### src/rtl/ltc2308_pkg.sv
// rtl/ltc2308_pkg.sv - shared widths, frame states and config-word helper for the LTC2308 scanner
package ltc2308_pkg;

  localparam int RESULT_W = 12;
  localparam int CFG_W    = 6;
  localparam int NUM_CH   = 8;
  localparam int CH_W     = 3;

  // Config word fields that never change for this scanner
  localparam logic SD_SINGLE = 1'b1;
  localparam logic UNIPOLAR  = 1'b1;
  localparam logic SLEEP     = 1'b0;

  // Frame state encodings, kept as plain constants for legacy users
  localparam logic [1:0] ST_CONV  = 2'd0;
  localparam logic [1:0] ST_SETUP = 2'd1;
  localparam logic [1:0] ST_SHIFT = 2'd2;
  localparam logic [1:0] ST_GAP   = 2'd3;

  typedef enum logic [1:0] {
    CONV  = ST_CONV,
    SETUP = ST_SETUP,
    SHIFT = ST_SHIFT,
    GAP   = ST_GAP
  } frame_state_e;

  // {S/D, O/S, S1, S0, UNI, SLP}; O/S carries the channel LSB, S1/S0 the upper bits
  function automatic logic [CFG_W-1:0] channel_cfg(input logic [CH_W-1:0] ch);
    return {SD_SINGLE, ch[0], ch[2], ch[1], UNIPOLAR, SLEEP};
  endfunction

endpackage

### src/rtl/ltc2308_frame.sv
// rtl/ltc2308_frame.sv - one CONVST/config/readback transaction, restarting back-to-back
module ltc2308_frame
  import ltc2308_pkg::*;
#(
  parameter int CLK_DIV     = 2,
  parameter int CONV_CYCLES = 80
) (
  input  logic                clk,
  input  logic                reset,
  input  logic [CFG_W-1:0]    cfg,
  input  logic                sdo,
  output logic                sclk,
  output logic                convst,
  output logic                sdi,
  output logic [RESULT_W-1:0] result,
  output logic                done
);

  localparam int MAX_CNT = (CONV_CYCLES > CLK_DIV) ? CONV_CYCLES : CLK_DIV;
  localparam int CNT_W   = $clog2(MAX_CNT + 1);
  localparam logic [CNT_W-1:0] CONV_LAST = CNT_W'(CONV_CYCLES - 1);
  localparam logic [CNT_W-1:0] HALF_LAST = CNT_W'(CLK_DIV - 1);

  frame_state_e        state;
  logic                running;
  logic [CNT_W-1:0]    cnt;
  logic [3:0]          bit_idx;
  logic [CFG_W-1:0]    cfg_q;
  logic [RESULT_W-1:0] shreg;
  logic                cnt_last;

  // CONV lasts CONV_CYCLES clocks; every other phase step is one SCLK half-period
  assign cnt_last = (state == CONV) ? (cnt == CONV_LAST) : (cnt == HALF_LAST);
  assign done     = running && (state == GAP) && cnt_last;
  assign result   = shreg;

  // Frame sequencer: registered pins, cfg shifted out MSB first, SDO captured on SCLK rise
  always_ff @(posedge clk) begin
    if (reset) begin
      state   <= CONV;
      running <= 1'b0;
      cnt     <= '0;
      bit_idx <= '0;
      cfg_q   <= '0;
      shreg   <= '0;
      sclk    <= 1'b0;
      convst  <= 1'b0;
      sdi     <= 1'b0;
    end else if (!running || done) begin
      running <= 1'b1;
      state   <= CONV;
      cnt     <= '0;
      cfg_q   <= cfg;
      convst  <= 1'b1;
      sclk    <= 1'b0;
      sdi     <= 1'b0;
    end else begin
      cnt <= cnt + 1'b1;
      case (state)
        CONV: begin
          if (cnt_last) begin
            state  <= SETUP;
            cnt    <= '0;
            convst <= 1'b0;
            sdi    <= cfg_q[CFG_W-1];
          end
        end
        SETUP: begin
          if (cnt_last) begin
            state   <= SHIFT;
            cnt     <= '0;
            sclk    <= 1'b1;
            shreg   <= {shreg[RESULT_W-2:0], sdo};
            bit_idx <= '0;
          end
        end
        SHIFT: begin
          if (cnt_last) begin
            cnt <= '0;
            if (sclk) begin
              // zeros shifted in behind cfg[0] keep SDI low for the remaining bits
              sclk  <= 1'b0;
              sdi   <= cfg_q[CFG_W-2];
              cfg_q <= {cfg_q[CFG_W-2:0], 1'b0};
            end else if (bit_idx == 4'(RESULT_W - 1)) begin
              state <= GAP;
            end else begin
              sclk    <= 1'b1;
              shreg   <= {shreg[RESULT_W-2:0], sdo};
              bit_idx <= bit_idx + 1'b1;
            end
          end
        end
        GAP: begin
        end
        default: state <= CONV;
      endcase
    end
  end

endmodule

### src/rtl/ltc2308_scan_ctrl.sv
// rtl/ltc2308_scan_ctrl.sv - round-robin 8-channel LTC2308 scanner holding the latest result per channel
module ltc2308_scan_ctrl
  import ltc2308_pkg::*;
#(
  parameter int CLK_DIV     = 2,
  parameter int CONV_CYCLES = 80
) (
  input  logic                CLOCK,
  input  logic                RESET,
  output logic                ADC_SCLK,
  output logic                ADC_CS_N,
  input  logic                ADC_DOUT,
  output logic                ADC_DIN,
  output logic [RESULT_W-1:0] CH0,
  output logic [RESULT_W-1:0] CH1,
  output logic [RESULT_W-1:0] CH2,
  output logic [RESULT_W-1:0] CH3,
  output logic [RESULT_W-1:0] CH4,
  output logic [RESULT_W-1:0] CH5,
  output logic [RESULT_W-1:0] CH6,
  output logic [RESULT_W-1:0] CH7
);

  logic [CH_W-1:0]     ptr;
  logic [CH_W-1:0]     cfg_ch;
  logic [CH_W-1:0]     wr_idx;
  logic                prev_valid;
  logic                done;
  logic [RESULT_W-1:0] result;
  logic [RESULT_W-1:0] ch_q [NUM_CH];

  // The next frame starts on the same edge the pointer advances, so look one channel ahead
  assign cfg_ch = done ? ptr + 1'b1 : ptr;
  // Readback belongs to the conversion configured one frame earlier
  assign wr_idx = ptr - 1'b1;

  ltc2308_frame #(
    .CLK_DIV    (CLK_DIV),
    .CONV_CYCLES(CONV_CYCLES)
  ) u_frame (
    .clk   (CLOCK),
    .reset (RESET),
    .cfg   (channel_cfg(cfg_ch)),
    .sdo   (ADC_DOUT),
    .sclk  (ADC_SCLK),
    .convst(ADC_CS_N),
    .sdi   (ADC_DIN),
    .result(result),
    .done  (done)
  );

  // Pointer, pipeline-valid flag and per-channel result registers
  always_ff @(posedge CLOCK) begin
    if (RESET) begin
      ptr        <= '0;
      prev_valid <= 1'b0;
      for (int i = 0; i < NUM_CH; i++) ch_q[i] <= '0;
    end else if (done) begin
      if (prev_valid) ch_q[wr_idx] <= result;
      prev_valid <= 1'b1;
      ptr        <= ptr + 1'b1;
    end
  end

  assign CH0 = ch_q[0];
  assign CH1 = ch_q[1];
  assign CH2 = ch_q[2];
  assign CH3 = ch_q[3];
  assign CH4 = ch_q[4];
  assign CH5 = ch_q[5];
  assign CH6 = ch_q[6];
  assign CH7 = ch_q[7];

endmodule

### config.mk
export PLATFORM = sky130hd
export DESIGN_NAME = ltc2308_scan_ctrl
export DESIGN_NICKNAME = d
export VERILOG_FILES = /design/src/rtl/ltc2308_pkg.sv /design/src/rtl/ltc2308_frame.sv /design/src/rtl/ltc2308_scan_ctrl.sv
export SDC_FILE = /design/constraint.sdc
export NUM_CORES = 1
export LEC_CHECK = 0
export CORE_MARGIN = 8
export CORE_UTILIZATION = 45
export CTS_CLUSTER_SIZE = 24
export DETAILED_ROUTE_END_ITERATION = 8
export HOLD_SLACK_MARGIN = 0.03
export MAX_ROUTING_LAYER = met4
export PLACE_DENSITY_LB_ADDON = 0.3
export RECOVER_POWER = 50
export SKIP_LAST_GASP = 1
export SLEW_MARGIN = 20
export SYNTH_ARGS = -nofsm -noshare
export SYNTH_HDL_FRONTEND = slang
export SYNTH_SLANG_ARGS = --single-unit
### constraint.sdc
create_clock -name CLOCK -period 3.8 [get_ports CLOCK]
set_input_delay 0.76 -clock CLOCK [delete_from_list [all_inputs] [get_ports CLOCK]]
set_output_delay 0.76 -clock CLOCK [all_outputs]
set_load 0.1 [all_outputs]
==> results of run 1 <==
==> logic make-up after synthesis <==
kind of cell,count (synthesis),share of synthesized area
AO/OA/AOI/OAI,57,0.06918
XOR/XNOR,10,0.01670
adder cells (fa/ha/maj),9,0.02147
buffers and inverters,32,0.02552
flip-flops,134,0.6947
multiplexers,4,0.007634
AND/OR/NAND/NOR,203,0.1648
==> synthesized netlist by cell type, drive strengths merged (7+ instances only) <==
master  number
inv          9
buf         12
clkbuf      11
a21oi       19
dfxtp       38
nand3        7
edfxtp      96
ha           9
nor2       116
o21ai       19
nand2       58
==> final cells by class <==
class                      instances  area [µm²]  area share
tap                              143       178.9     0.02524
sequential                       134        3643      0.5139
timing repair buffer             115        1112      0.1569
inverter                           9       33.78    0.004765
multi-input combinational        283        1463      0.2063
clock buffer                      17       425.4     0.06001
clock inverter                    14       232.7     0.03283
==> power groups by stage <==
| stage | sequential (µW) | clock, µW | combinational [µW] |
|---|---|---|---|
| after global routing | 1650 | 1900 | 552 |
| after floorplan | 2070 | 0 | 31.9 |
| after detailed placement | 1670 | 0 | 564 |
| after CTS | 1640 | 1840 | 564 |
| after global placement | 1670 | 0 | 559 |
| final | 1640 | 1810 | 540 |
==> worst paths after layout <==
kind,end,slack (ps),cells after the start
max,ch_q[4][1],510,5
min,u_frame.cnt[0],470,1
min reg2reg,u_frame.cnt[0],470,1
max reg2reg,u_frame.bit_idx[3],570,7
==> per-stage QoR <==
step / setup WS, ps / utilization / hold WS, ps
floorplan: 652.1 / - / 433.2
global placement: 895.2 / 0.5640 / 460.9
detailed placement: 729.9 / 0.5647 / 462.4
CTS: 686.9 / 0.6223 / 474.8
global route: 257.6 / 0.6209 / 503.1
finish: 507.6 / 0.6209 / 470.6
==> worst max-delay path, cell delays in order <==
cell and delay (ps):
dlygate4sd3_1 610, clkbuf_1 850, inv_1 440, o21ai_1 450, buf_4 280
==> routing by layer <==
metal  vias to the layer above  GRT usage  routed length, µm
met5                         -          -                  0
met4                         0    0.07361                169
met1                      1784     0.1860               4766
li1                       1780          -                  -
met3                        17    0.04896               1053
met2                       133     0.2945               6481
==> sequential cells by signal, summed over array words and instances, names as in the netlist <==
signal,flops
u_frame.sclk,1
u_frame.sdi,1
ch_q,96
u_frame.convst,1
ptr,3
u_frame.result,12
prev_valid,1
u_frame.bit_idx,4
u_frame.cfg_q,5
u_frame.cnt,7
u_frame.state,2
u_frame.running,1
==> key figures, run 1 <==
Setup path
  – CP Class: in -> reg
  – CP Launch Point: RESET
  – Crit Reg-Reg Startpoint: u_frame.state[0]
  – CP Launch Type: primary input
  – CP Capture Type: register
  – Worst Path Required: 3910 ps
  – CP max FO: 26
  – CP Data Arrival Time: 3400 ps

Synthesis
  – Area leader, netlist: edfxtp_1
  – Number of flops mapped to enable cells by yosys: between 90 and 100
  – Netlist cell types: 42
  – Synthesized Nets: around 460
  – Yosys warnings: 0
  – Ys flop type: edfxtp_1
  – FF+latch count, synth: 134
  – Average size of a mapped cell: approximately 12 µm²
  – Asr flop ratio synth: 0
  – Mapped Area: 5245 µm²
  – Register area share after synthesis: 0.6947
  – Synth Instances: 449
  – Share of the synthesized area in the top cell type: 0.5496
  – Top cells by area, synth: edfxtp_1 55%, dfxtp_1 15%, nor2_1 8.3%

Routing
  – Antenna Violating Nets Remaining: 0
  – Final wirelength: around 12,000 µm
  – Routed len/inst: 17.44 µm
  – Initial DRC Count: approximately 300
  – Pre-antenna DRT Iters: 4
  – Vias per cell: ~5.2
  – Residual DRC: 0
  – Vias: 3,714

Power
  – Power per cell area: 563.4 nW/µm²
  – Comb power frac: 0.135
  – Peak supply drop: 0.0003447 V
  – Sw power: about 1100 µW
  – Clock Power Share: 0.454
  – Pleak: 0.002358 µW
  – Int Power: 2921 µW
  – PnR Total Power: 3994 µW
  – Switching Fraction: 0.2686
  – Register share of total power: 0.411

Finish
  – Post-route insts no fill: just over 700
  – Number of diodes: 0
  – Share of cells above drive strength 1: 0.08392
  – Layout overhead on the synthesized area: 35.16%
  – Fin nets: 572
  – Most frequent cells in the layout: 116 x nor2_1, 100 x dlygate4sd3_1, 96 x edfxtp_1
  – Post-layout instance area: 7089 µm²
  – Fillers: 904
  – Commonest non-fill, non-tap cell in the layout: nor2_1

Worst hold path
  – Hold WC Path Type: reg -> reg
  – Hold path start: u_frame.cnt[0]

Clocking
  – CTS tree: done
  – Root Buffer: clkbuf_16
  – Clock transition at path regs: approximately 50 ps
  – Htree depth: 4
  – Clock sinks: 134
  – Clk_lat worst skew: 410 ps
  – Postcts setup bufs: 0
  – Num CTS Buffers: 17
  – Hold-fix buffers, CTS: 0
  – CTS max path bufs: 2
  – Post-cts repair resize count: 0

Place
  – Dpl cell area: 6447 µm²
  – Placer congestion estimate: just over 0.8
  – Hpwl dp: approximately 9000 µm
  – Port bufs: 101
  – Placed instance count: 684

Floorplan
  – Initial Utilization: 0.4593
  – Std-Cell Rows: 39
  – Chip width: 124.0 µm
  – Die ar.: between 15,000 and 20,000 µm²
  – Core Box Area: roughly 11,000 µm²
  – IO Count: 102
  – Height of the die: approximately 120 µm

Global route
  – Antenna violations before repair: 0
  – GRT Total Usage: 0.1729
  – Largest net degree at the start of global routing: 27
  – Number of global-route vias before repair: 3,820
  – First-pass GRT wire length: just under 20,000 µm
  – Total grt overflow: 0

Timing
  – Fin. Hold Viols: 0
  – Max frequency: 303.7 MHz
  – # setup viols final: 0
  – Slew Viols, Final: 0
  – Worst slew pin tran: 1276 ps
  – Slew headroom: 0.1488
  – RSZ-0062 raised after global routing: no
  – Setup_tns: 0 ps
  – Minimum clock period: 3292 ps
  – Layout Skew: 7.507 ps
  – Final Cycle Share: 0.8664

Status
  – Outcome: complete, no violations

Run
  – Max Cap Viol: 0
Power figures use the tool's default switching activity.
==> run 2: changes to the inputs <==
--- a/config.mk
+++ b/config.mk
@@ -14,7 +14,6 @@
 export PLACE_DENSITY_LB_ADDON = 0.3
 export RECOVER_POWER = 50
 export SKIP_LAST_GASP = 1
-export SLEW_MARGIN = 20
 export SYNTH_ARGS = -nofsm -noshare
 export SYNTH_HDL_FRONTEND = slang
 export SYNTH_SLANG_ARGS = --single-unit
==> run 2 against run 1 <==
Via count shrank 0.54%. Final cell count is the same. Register-to-register slack gained 30 ps. Clock power shrank 8%. Critical path type unchanged. Critical endpoint unchanged. Largest cell class unchanged. Largest power group unchanged. Highest routed layer unchanged.
==> key figures, run 2 (same netlist as run 1, synthesis figures left out) <==
Timing
  – Max frequency: 300.7 MHz (-1.0%)
  – Setup slack after layout: 474.1 ps (-33.47 ps)
  – Setup_tns: 0 ps (unchanged)
  – Slew headroom: 0.1575 (+0.008707)
  – Final Cycle Share: 0.8752 (+0.008808)
  – Worst slew pin tran: 1262 ps (-13.05 ps)
  – RSZ-0062 raised after global routing: no
  – Slew Viols, Final: 0 (unchanged)
  – Layout Skew: 8.291 ps (+0.7840 ps)
  – Minimum clock period: 3326 ps (+33.47 ps)
  – # setup viols final: 0 (unchanged)
  – Fin. Hold Viols: 0 (unchanged)
  – Hold slack: 471.0 ps (+0.4560 ps)

Place
  – Placer congestion estimate: 0.8149 (unchanged)
  – Hpwl dp: 8942 µm (about the same)
  – DP Worst Slack: 732.0 ps (+2.041 ps)
  – Port bufs: 101 (unchanged)

Routing
  – Pre-antenna DRT Iters: 4 (unchanged)
  – Antenna Violating Nets Remaining: 0 (unchanged)
  – Vias per cell: 5.166 (-0.54%)
  – Vias: 3,694 (-0.54%)
  – Routed len/inst: 17.09 µm (-2.0%)
  – Initial DRC Count: 278 (-6.4%)
  – Final wirelength: 12,220 µm (-2.0%)
  – Residual DRC: 0 (unchanged)

Floorplan
  – Initial Utilization: 0.4593 (unchanged)
  – IO Count: 102 (unchanged)
  – Std-Cell Rows: 39 (unchanged)
  – Chip width: 124.0 µm (unchanged)
  – Height of the die: 124.0 µm (unchanged)
  – Die ar.: 15,370 µm² (unchanged)
  – Core Box Area: 11,420 µm² (unchanged)

Clocking
  – CTS tree: done
  – CTS max path bufs: 2 (unchanged)
  – Htree depth: 4 (unchanged)
  – Clock sinks: 134 (unchanged)
  – Hold-fix buffers, CTS: 0 (unchanged)
  – Clk_lat worst skew: 410 ps (about the same)
  – Num CTS Buffers: 17 (unchanged)
  – Root Buffer: clkbuf_16
  – Post-cts repair resize count: 0 (unchanged)
  – Postcts setup bufs: 0 (unchanged)
  – Clock transition at path regs: 50 ps (about the same)

Finish
  – Fin nets: 572 (unchanged)
  – Share of cells above drive strength 1: 0.08217 (-0.001748)
  – Commonest non-fill, non-tap cell in the layout: nor2_1
  – Number of diodes: 0 (unchanged)
  – Top reg by flops: ch_q
  – Layout overhead on the synthesized area: 34.09%
  – Largest register FFs: 96 (unchanged)
  – Most frequent cells in the layout: 116 x nor2_1, 100 x dlygate4sd3_1, 96 x edfxtp_1
  – Final core occ: 0.6159 (-0.004930)

Status
  – Outcome: complete, no violations

Power
  – Peak supply drop: 0.0003340 V (-3.1%)
  – Pleak: 0.002329 µW (-1.2%)
  – Power per cell area: 547.1 nW/µm² (-2.9%)

Global route
  – Antenna violations before repair: 0 (unchanged)
  – Number of global-route vias before repair: 3,747 (-1.9%)
  – Largest net degree at the start of global routing: 27 (unchanged)
  – GRT Total Usage: 0.1690 (-0.003899)
  – Total grt overflow: 0 (unchanged)
  – First-pass GRT wire length: 19,310 µm (-1.9%)

Setup path
  – Slowest CP cell: clkbuf_1
  – CP Launch Type: primary input
  – CP Class: in -> reg
  – CP Capture Type: register
  – CP Data Arrival Time: 3430 ps (+30 ps)
  – CP cell instances: dlygate4sd3_1 -> clkbuf_1 -> inv_1 -> o21ai_1 -> buf_4
  – CP max FO: 26 (unchanged)
  – CP top delay family: buffers and inverters
  – Worst path bufs/invs: 4 (unchanged)
  – Slowest stage delay, CP: 880 ps (+30 ps)
  – Worst Path Required: 3910 ps (about the same)

Run
  – Max Cap Viol: 0 (unchanged)

Worst hold path
  – Hold WC Path Type: reg -> reg
[run 2: cell count changes in the layout (fill, tap and decap cells not counted)]
cell        delta
xor2_2         -1
inv_6          +1
clkinv_2       +1
bufinv_16      -2
clkinv_4       -2
xor2_1         +1
clkinvlp_4     +2
[run 2: layer usage]
metal  part of all wire  track usage
met1               0.40       0.1819
met5                  0            -
met3              0.072      0.05213
met2               0.52       0.2941
met4             0.0073      0.05056
[run 2: worst register-to-register path: cells and delay by family (launching register included)]
| family | cells | cell delay (ps) |
|---|---|---|
| simple gates | 3 | 1590 |
| buf+inv | 1 | 80 |
| flops | 1 | 400 |
| compound gates | 2 | 790 |
| fa+ha+maj | 1 | 250 |
[run 2: per-stage QoR]
stage / cell area (µm²) / power [µW] / cells
global placement: 6440 / 2234 / 684
global route: 7033 / 3957 / 715
CTS: 7049 / 3899 / 715
floorplan: 5245 / 2105 / 449
finish: 7033 / 3848 / 715
detailed placement: 6440 / 2238 / 684
[run 2: final timing paths]
kind | to | slack [ps] | from | cells past startpoint
worst max-delay path | ch_q[4][1] | 470 | RESET | 5
worst min-delay path | u_frame.cnt[0] | 470 | u_frame.cnt[0] | 1
worst max register to register | u_frame.bit_idx[3] | 600 | u_frame.state[0] | 7
worst min register to register | u_frame.cnt[0] | 470 | u_frame.cnt[0] | 1
[run 2: cell type report]
type | count | area [µm²]
fillers | 923 | 4385
clock buffers | 17 | 425.4
multi-input cells | 283 | 1455
well taps | 143 | 178.9
repair buffers | 115 | 1112
flip-flops and latches | 134 | 3643
inverters | 9 | 33.78
clock inverters | 14 | 183.9
[run 2: where the power goes]
group / leakage [µW] / switching (µW) / internal [µW]
Clock: 0.000292 / 580 / 1090
Sequential: 0.00122 / 21.1 / 1620
Combinational: 0.000818 / 459 / 80.0
Total: 0.00233 / 1060 / 2790
==> run 3: changes to the inputs <==
--- a/config.mk
+++ b/config.mk
@@ -5,6 +5,7 @@
 export SDC_FILE = /design/constraint.sdc
 export NUM_CORES = 1
 export LEC_CHECK = 0
+export CAP_MARGIN = 20
 export CORE_MARGIN = 8
 export CORE_UTILIZATION = 45
 export CTS_CLUSTER_SIZE = 24
==> run 3 against run 2 <==
Hold slack improved by 2.9 ps. Clock-buffer cell count increased by 1. Sequential power hardly changed. Fmax up 1.6%. First-iteration DRC count increased by 73%. Clock skew is 1.0 ps lower. Setup slack improved by 53 ps. Cell area grew 0.82%. Register-to-register slack improved by 50 ps. Largest cell class unchanged. Largest power group unchanged.
==> key figures, run 3 (same netlist as run 1, synthesis figures left out) <==
Status
  – Outcome: complete, no violations

Finish
  – Layout overhead on the synthesized area: 35.19%
  – Top reg by flops: ch_q
  – Largest register FFs: 96 (unchanged)
  – Most frequent cells in the layout: 116 x nor2_1, 100 x dlygate4sd3_1, 96 x edfxtp_1
  – Post-route insts no fill: 716 (+0.14%)
  – Number of diodes: 0 (unchanged)
  – Commonest non-fill, non-tap cell in the layout: nor2_1
  – Fillers: 919 (-0.43%)
  – Share of cells above drive strength 1: 0.08202 (-0.0001434)
  – Fin nets: 573 (+0.17%)
  – Final core occ: 0.6210 (+0.005040)

Floorplan
  – IO Count: 102 (unchanged)
  – Std-Cell Rows: 39 (unchanged)
  – Chip width: 124.0 µm (unchanged)
  – Die ar.: 15,370 µm² (unchanged)
  – Height of the die: 124.0 µm (unchanged)
  – Initial Utilization: 0.4593 (unchanged)
  – Core Box Area: 11,420 µm² (unchanged)

Place
  – DP Worst Slack: 760.7 ps (+28.75 ps)
  – Hpwl dp: 8925 µm (-0.19%)
  – Port bufs: 101 (unchanged)
  – Placer congestion estimate: 0.8149 (unchanged)
  – Placed instance count: 685 (+0.15%)

Timing
  – Setup_tns: 0 ps (unchanged)
  – Max frequency: 305.5 MHz (+1.6%)
  – Layout Skew: 7.255 ps (-1.036 ps)
  – Slew Viols, Final: 0 (unchanged)
  – Slew headroom: 0.1731 (+0.01563)
  – Minimum clock period: 3273 ps (-52.52 ps)
  – RSZ-0062 raised after global routing: no
  – Final Cycle Share: 0.8614 (-0.01382)
  – Fin. Hold Viols: 0 (unchanged)
  – Setup slack after layout: 526.6 ps (+52.52 ps)
  – # setup viols final: 0 (unchanged)
  – Worst slew pin tran: 1239 ps (-23.43 ps)

Worst hold path
  – Hold WC Path Type: reg -> reg

Setup path
  – CP Data Arrival Time: 3390 ps (-40 ps)
  – CP max FO: 26 (unchanged)
  – CP Launch Type: primary input
  – Worst Path Required: 3920 ps (about the same)
  – R2R setup slack: 650 ps (+50 ps)
  – CP Class: in -> reg
  – CP Capture Type: register

Routing
  – Vias: 3,730 (+0.97%)
  – Initial DRC Count: 480 (+73%)
  – Final wirelength: 12,510 µm (+2.4%)
  – Vias per cell: 5.209 (+0.83%)
  – Pre-antenna DRT Iters: 5 (+1)
  – Routed len/inst: 17.47 µm (+2.2%)
  – Residual DRC: 0 (unchanged)
  – Antenna Violating Nets Remaining: 0 (unchanged)

Clocking
  – Htree depth: 4 (unchanged)
  – Hold-fix buffers, CTS: 0 (unchanged)
  – Root Buffer: clkbuf_16
  – Num CTS Buffers: 17 (unchanged)
  – Clk_lat worst skew: 410 ps (about the same)
  – Clock sinks: 134 (unchanged)
  – Clock transition at path regs: 60 ps (about the same)
  – Postcts setup bufs: 0 (unchanged)
  – Post-cts repair resize count: 0 (unchanged)
  – CTS tree: done
  – CTS max path bufs: 2 (unchanged)

Power
  – Pleak: 0.002355 µW (+1.1%)
  – Peak supply drop: 0.0003236 V (-3.1%)
  – Power per cell area: 564.1 nW/µm² (+3.1%)

Global route
  – First-pass GRT wire length: 19,590 µm (+1.5%)
  – Total grt overflow: 0 (unchanged)
  – Largest net degree at the start of global routing: 27 (unchanged)
  – GRT Total Usage: 0.1723 (+0.003271)
  – Antenna violations before repair: 0 (unchanged)
  – Number of global-route vias before repair: 3,675 (-1.9%)

Run
  – Max Cap Viol: 0 (unchanged)
[run 3: cell types whose count changed in the layout (fill, tap and decap cells not counted), sizes merged]
cell      delta
clkinvlp     -1
buf          +1
clkbuf       +1
bufinv       +2
clkinv       -1
inv          -1
[run 3: where the power goes]
group	internal (µW)	total, µW	switching [µW]
Sequential	1620	1640	21.3
Combinational	80.0	540	460
Clock	1220	1820	595
[run 3: metal layers]
metal,share of wire,up-vias,routed length [µm],global-route usage
li1,-,1784,-,-
met1,0.39,1787,4930,0.1931
met2,0.51,141,6346,0.2834
met3,0.083,18,1036,0.05258
met4,0.016,0,198,0.06914
met5,0,-,0,-
[run 3: worst max-delay path: stages]
cell and delay (ps):
dlygate4sd3_1 610, clkbuf_1 860, inv_1 430, o21ai_1 440, buf_4 280
[run 3: layout make-up]
| type | count | area [µm²] | share of cell area |
|---|---|---|---|
| clock inverter | 13 | 230.2 | 0.03247 |
| multi-input combinational | 283 | 1455 | 0.2052 |
| sequential | 134 | 3643 | 0.5139 |
| clock buffer | 18 | 429.2 | 0.06053 |
| timing repair buffer | 116 | 1120 | 0.1579 |
| inverter | 9 | 33.78 | 0.004764 |
| tap | 143 | 178.9 | 0.02523 |
[run 3: path summary, 6_finish.rpt]
| check | startpoint | to | depth (start not counted) |
|---|---|---|---|
| worst min-delay path | u_frame.cnt[0] | u_frame.cnt[0] | 1 |
| worst min register to register | u_frame.cnt[0] | u_frame.cnt[0] | 1 |
| worst max-delay path | RESET | ch_q[4][1] | 5 |
| worst max register to register | u_frame.state[0] | u_frame.bit_idx[3] | 7 |
[run 3: metrics by stage]
step / total power [µW] / cell area [µm²] / hold slack [ps]
floorplan: 2105 / 5245 / 433.2
global placement: 2234 / 6440 / 460.9
detailed placement: 2238 / 6447 / 462.2
CTS: 4045 / 7107 / 477.3
global route: 4102 / 7091 / 502.3
finish: 4000 / 7091 / 473.9
